===== src/rtl/demux_pkg.sv =====
// Shared constants and helpers for the registered 1-to-4 demultiplexer.
// Channel count and select width live here so the top and the testbench agree.
package demux_pkg;

  localparam int NCH = 4;
  localparam int SW  = 2;

  // A select value becomes a one-hot mask that is later qualified by the accept condition.
  function automatic logic [NCH-1:0] sel_onehot(input logic [SW-1:0] sel);
    logic [NCH-1:0] mask;
    mask      = '0;
    mask[sel] = 1'b1;
    return mask;
  endfunction

endpackage


===== src/rtl/demux_chan_buf.sv =====
// One output channel: a single-entry buffer with valid/ready handshake
// and a wrapping count of words delivered to the consumer.
module demux_chan_buf #(
  parameter int W  = 4,
  parameter int CW = 8
) (
  input  logic          clk,
  input  logic          rst,
  input  logic          push,
  input  logic [W-1:0]  din,
  input  logic          ordy,
  output logic [W-1:0]  dout,
  output logic          valid,
  output logic [CW-1:0] count
);

  logic pop;

  assign pop = valid & ordy;

  // The top only pushes when the slot is empty or draining, so a push never overwrites an undelivered word.
  always_ff @(posedge clk) begin
    if (rst) begin
      dout  <= '0;
      valid <= 1'b0;
      count <= '0;
    end else begin
      if (push) begin
        dout  <= din;
        valid <= 1'b1;
      end else if (pop) begin
        valid <= 1'b0;
      end
      if (pop) begin
        count <= count + CW'(1);
      end
    end
  end

endmodule


===== src/rtl/demux_2s_reg.sv =====
// Registered 1-to-4 demultiplexer: steers each accepted word to the channel named by s,
// each channel buffering one word, plus a registered readback of a per-channel delivered count.
module demux_2s_reg
  import demux_pkg::*;
#(
  parameter int W  = 4,
  parameter int CW = 8
) (
  input  logic          clk,
  input  logic          rst,
  input  logic [W-1:0]  d,
  input  logic [1:0]    s,
  input  logic          in_valid,
  output logic          in_ready,
  output logic [W-1:0]  o0,
  output logic [W-1:0]  o1,
  output logic [W-1:0]  o2,
  output logic [W-1:0]  o3,
  output logic [3:0]    ov,
  input  logic [3:0]    ordy,
  input  logic [1:0]    cnt_sel,
  output logic [CW-1:0] cnt
);

  logic [NCH-1:0] push_en;
  logic [W-1:0]   dout_arr  [NCH];
  logic [CW-1:0]  count_arr [NCH];
  logic           accept;

  // Ready depends only on the selected slot, so a full channel stalls the producer without blocking others.
  assign in_ready = !ov[s] | ordy[s];
  assign accept   = in_valid & in_ready;
  assign push_en  = sel_onehot(s) & {NCH{accept}};

  for (genvar k = 0; k < NCH; k++) begin : g_chan
    demux_chan_buf #(
      .W  (W),
      .CW (CW)
    ) u_chan (
      .clk   (clk),
      .rst   (rst),
      .push  (push_en[k]),
      .din   (d),
      .ordy  (ordy[k]),
      .dout  (dout_arr[k]),
      .valid (ov[k]),
      .count (count_arr[k])
    );
  end

  assign o0 = dout_arr[0];
  assign o1 = dout_arr[1];
  assign o2 = dout_arr[2];
  assign o3 = dout_arr[3];

  // The readback samples the counter as it stood before this edge's increment.
  always_ff @(posedge clk) begin
    if (rst) begin
      cnt <= '0;
    end else begin
      cnt <= count_arr[cnt_sel];
    end
  end

endmodule


===== config.mk =====
export PLATFORM = sky130hd
export DESIGN_NAME = demux_2s_reg
export DESIGN_NICKNAME = d
export VERILOG_FILES = /design/src/rtl/demux_pkg.sv /design/src/rtl/demux_chan_buf.sv /design/src/rtl/demux_2s_reg.sv
export SDC_FILE = /design/constraint.sdc
export NUM_CORES = 1
export LEC_CHECK = 0
export CORE_UTILIZATION = 27
export CTS_CLUSTER_DIAMETER = 50
export CTS_CLUSTER_SIZE = 40
export DETAILED_ROUTE_END_ITERATION = 8
export SLEW_MARGIN = 20
export SYNTH_ARGS = -nofsm -noshare
export SYNTH_HDL_FRONTEND = slang
export SYNTH_SLANG_ARGS = --single-unit
export TNS_END_PERCENT = 100

===== constraint.sdc =====
create_clock -name clk -period 1.2 [get_ports clk]
set_input_delay 0.12 -clock clk [delete_from_list [all_inputs] [get_ports clk]]
set_output_delay 0.12 -clock clk [all_outputs]
set_load 0.02 [all_outputs]

==> flow_summary_export.csv <==
group,metric,value,unit
setup_path,cp_slowest_cell,"mux4_2",
sta,maxSlewHeadroom,70.03,%
global_route,grt_pass1_wl,11.64,mm
global_route,grt_start_max_net_pins,31,
power,power_density,1008,nW/um2
die,placeableCoreArea,9415,um2
cells_and_area,antenna_cells,0,
global_route,antenna_found_initial,0,
die,dieArea,10330,um2
yosys,synth_ff_type,"dfxtp_1",
clock_tree,cts_max_level,3,
detailed_routing,initialDrtViolationCount,68,
yosys,syn_inst,291,
setup_path,reg2reg_from,"g_chan[1].u_chan.valid$_SDFFE_PP0P_",
worst_hold_path,min_path_cells,2,
sta,fmax,659.0,MHz
setup_path,arrival,1.40,ns
sta,period_minus_slack,1.517,ns
setup_path,critPathKind,"reg2out",
cells_and_area,fin_nets,424,
placement,place_hpwl,5.020,mm
power,p_comb_share,9.1,%
sta,tightest_slew,0.4496,ns
detailed_routing,dr_total_vias,2604,
sta,rsz0062_at_grt,"yes",
setup_path,rr_endpoint,"g_chan[1].u_chan.count[5]$_SDFFE_PP0P_",
die,pin_count,44,
yosys,syn-cell-area,2680,um2
power,p_seq_share,45.1,%
power,p_switching,1042,uW
power,power.share.clock,45.8,%
setup_path,crit_required,1.08,ns
detailed_routing,drt_drc_violations_left,0,
clock_tree,clock_sinks,60,
die,fp.dieW,101.6,um
placement,io_buffer_count,43,
sta,hold_viol_final,0,
yosys,synth_area_leader_cell,"dfxtp_1",
power,p_leak,0.001680,uW
placement,place_area,3645,um2
yosys,synthTopCellsByArea,"dfxtp_1 (45%), mux4_2 (7.6%), a21oi_1 (7.5%)",
yosys,yosysWarnings,0,
setup_path,cp-start-kind,"register",
clock_tree,cts_made_buffers,9,
yosys,synth_common_cells,"dfxtp_1 (60), a21oi_1 (40), nand3_1 (29)",
clock_tree,clock_path_buffers,2,
detailed_routing,wl_per_cell,13.63,um
detailed_routing,drtAntennaViolNets,0,
power,ir_worst_vdd,0.6305,mV
setup_path,cp-end-kind,"output pin",
power,swShare,23.43,%
cells_and_area,drive_gt1_share,45.12,%
yosys,synth_top_area_share,44.82,%
cells_and_area,area_delta_synth_final,64.57,%
detailed_routing,drt_first_pass_iters,4,
worst_hold_path,min_from,"rst",
status,status,"complete, but fails checks",
yosys,syn_nets,310,
clock_tree,cts_root_buf,"clkbuf_8",
yosys,yosysSeqAreaShare,44.82,%
setup_path,max_stage_delay,0.47,ns
clock_tree,hold_buffers,0,
cells_and_area,finalInstanceArea,4410,um2
die,initial_core_util,28.47,%
yosys,synth.distinct_cells,27,
setup_path,worstRegToRegCells,4,
die,fp.dieH,101.6,um
power,internal_power,3406,uW
setup_path,cp_cell_sequence,"nand2b_4 -> mux4_2 -> buf_6",
global_route,gr-total-overflow,0,
detailed_routing,via_per_inst,4.831,
job,drv_cap,0,
cells_and_area,post_layout_nonfiller_instances,539,
cells_and_area,final_core_util,46.84,%
yosys,synth_seq_cells,60,
power,p_total,4448,uW
yosys,synth-edff-count,0,
die,num_rows,35,
sta,skew,0.005343,ns
clock_tree,cts_tree,"built",
sta,finalSetupTns,-0.9638,ns
sta,setup_viol,16,
clock_tree,clk_pin_slew,0.07,ns
worst_hold_path,hold_path.class,"in2reg",
worst_hold_path,hold_end,"cnt[5]$_SDFF_PP0_",
clock_tree,insertion_delay,0.34,ns
setup_path,cp_max_fo,2,
sta,slew_viol_final,0,
yosys,ys_async_sr_fraction,0,%
placement,place_congestion,0.7710,
placement,placed_cells,503,
global_route,grt_pass1_vias,2470,
global_route,grtUsageTotal,14.75,%
setup_path,r2r_slack,-0.10,ns
yosys,synth_most_common_cell,"dfxtp_1",
sta,period_share,126.5,%
sta,worst_slack,-0.3174,ns
status,violations,"negative setup slack",
yosys,avgSynthCellArea,9.210,um2
detailed_routing,wl,7.349,mm
## power groups by stage
stage	registers (uW)	logic (uW)	clock network, uW
2_1_floorplan	2110	134	0
3_3_place_gp	2080	363	0
3_5_place_dp	2080	367	0
4_1_cts	2040	395	2080
5_1_grt	2010	435	2160
6_report	2010	405	2040
## placed cells by master, fill, tap and decap left out, types with 14 or more instances in the layout
cell           synthesis  final
a21oi_1               40     31
nor2_1                16     14
dfxtp_4                0     17
dlygate4sd2_1          0     24
dfxtp_1               60     29
buf_6                  0     22
nand3_1               29     29
dfxtp_2                0     14
buf_4                  4     52
nand2_1               16     14
## worst max-delay path, delay by kind of cell (launching register included)
kind                   cells  cell delay (ns)
multiplexers               1             0.47
AND/OR/NAND/NOR            1             0.06
buffers and inverters      1             0.15
flip-flops                 1             0.37
## area by class of cell
type,count,area [um2]
fillers,856,5005
flip-flops and latches,60,1282
well taps,129,161.4
clock buffers,10,137.6
repair buffers,117,1056
inverters,4,15.01
multi-input cells,213,1670
clock inverters,6,87.58
## through the flow
| stage | setup slack [ns] | hold WS, ns |
|---|---|---|
| after floorplan | 0.01970 | 0.2677 |
| after global placement | -0.7272 | 0.4589 |
| after detailed placement | -0.7468 | 0.4660 |
| after CTS | -0.3232 | 0.1418 |
| after global routing | -0.3666 | 0.2214 |
| final | -0.3174 | 0.2048 |
## cell families after synthesis
logic type               share of synthesized area (%)
XOR/XNOR                                         2.614
multiplexers                                     9.243
AO/OA/AOI/OAI                                    14.19
AND/OR/NAND/NOR                                  24.09
buffers and inverters                            3.175
adder cells (fa/ha/maj)                          1.867
flip-flops                                       44.82
## flip-flops by register name (all words and copies together) (netlist names)
name / count
g_chan.u_chan.count: 32
g_chan.u_chan.valid: 4
cnt: 8
g_chan.u_chan.dout: 16
## worst max-delay path by stage
stage                                                start                                endpoint  slack [ns]
finish                 g_chan[3].u_chan.valid$_SDFFE_PP0P_                                in_ready       -0.32
global route           g_chan[2].u_chan.valid$_SDFFE_PP0P_                                in_ready       -0.37
CTS                    g_chan[3].u_chan.valid$_SDFFE_PP0P_                                in_ready       -0.32
detailed placement                                 ordy[0]                                in_ready       -0.75
global placement                                   ordy[0]                                in_ready       -0.73
floorplan           g_chan[3].u_chan.count[0]$_SDFFE_PP0P_  g_chan[3].u_chan.count[4]$_SDFFE_PP0P_        0.02
## metal layers
metal / global-route usage (%) / share of wire, %
met1: 17.88 / 44
met4: 8.473 / 2.1
met5: 0 / 0
met2: 24.74 / 51
met3: 2.415 / 3.1
## timing repair
item | in CTS | in global routing
resized for setup | 102 | 88
pin swaps | 27 | 23
cloned | 0 | 0
endpoints found under the setup margin | 54 | 52
setup buffers | 14 | 12
No activity file was read; power rests on OpenSTA's default activity.
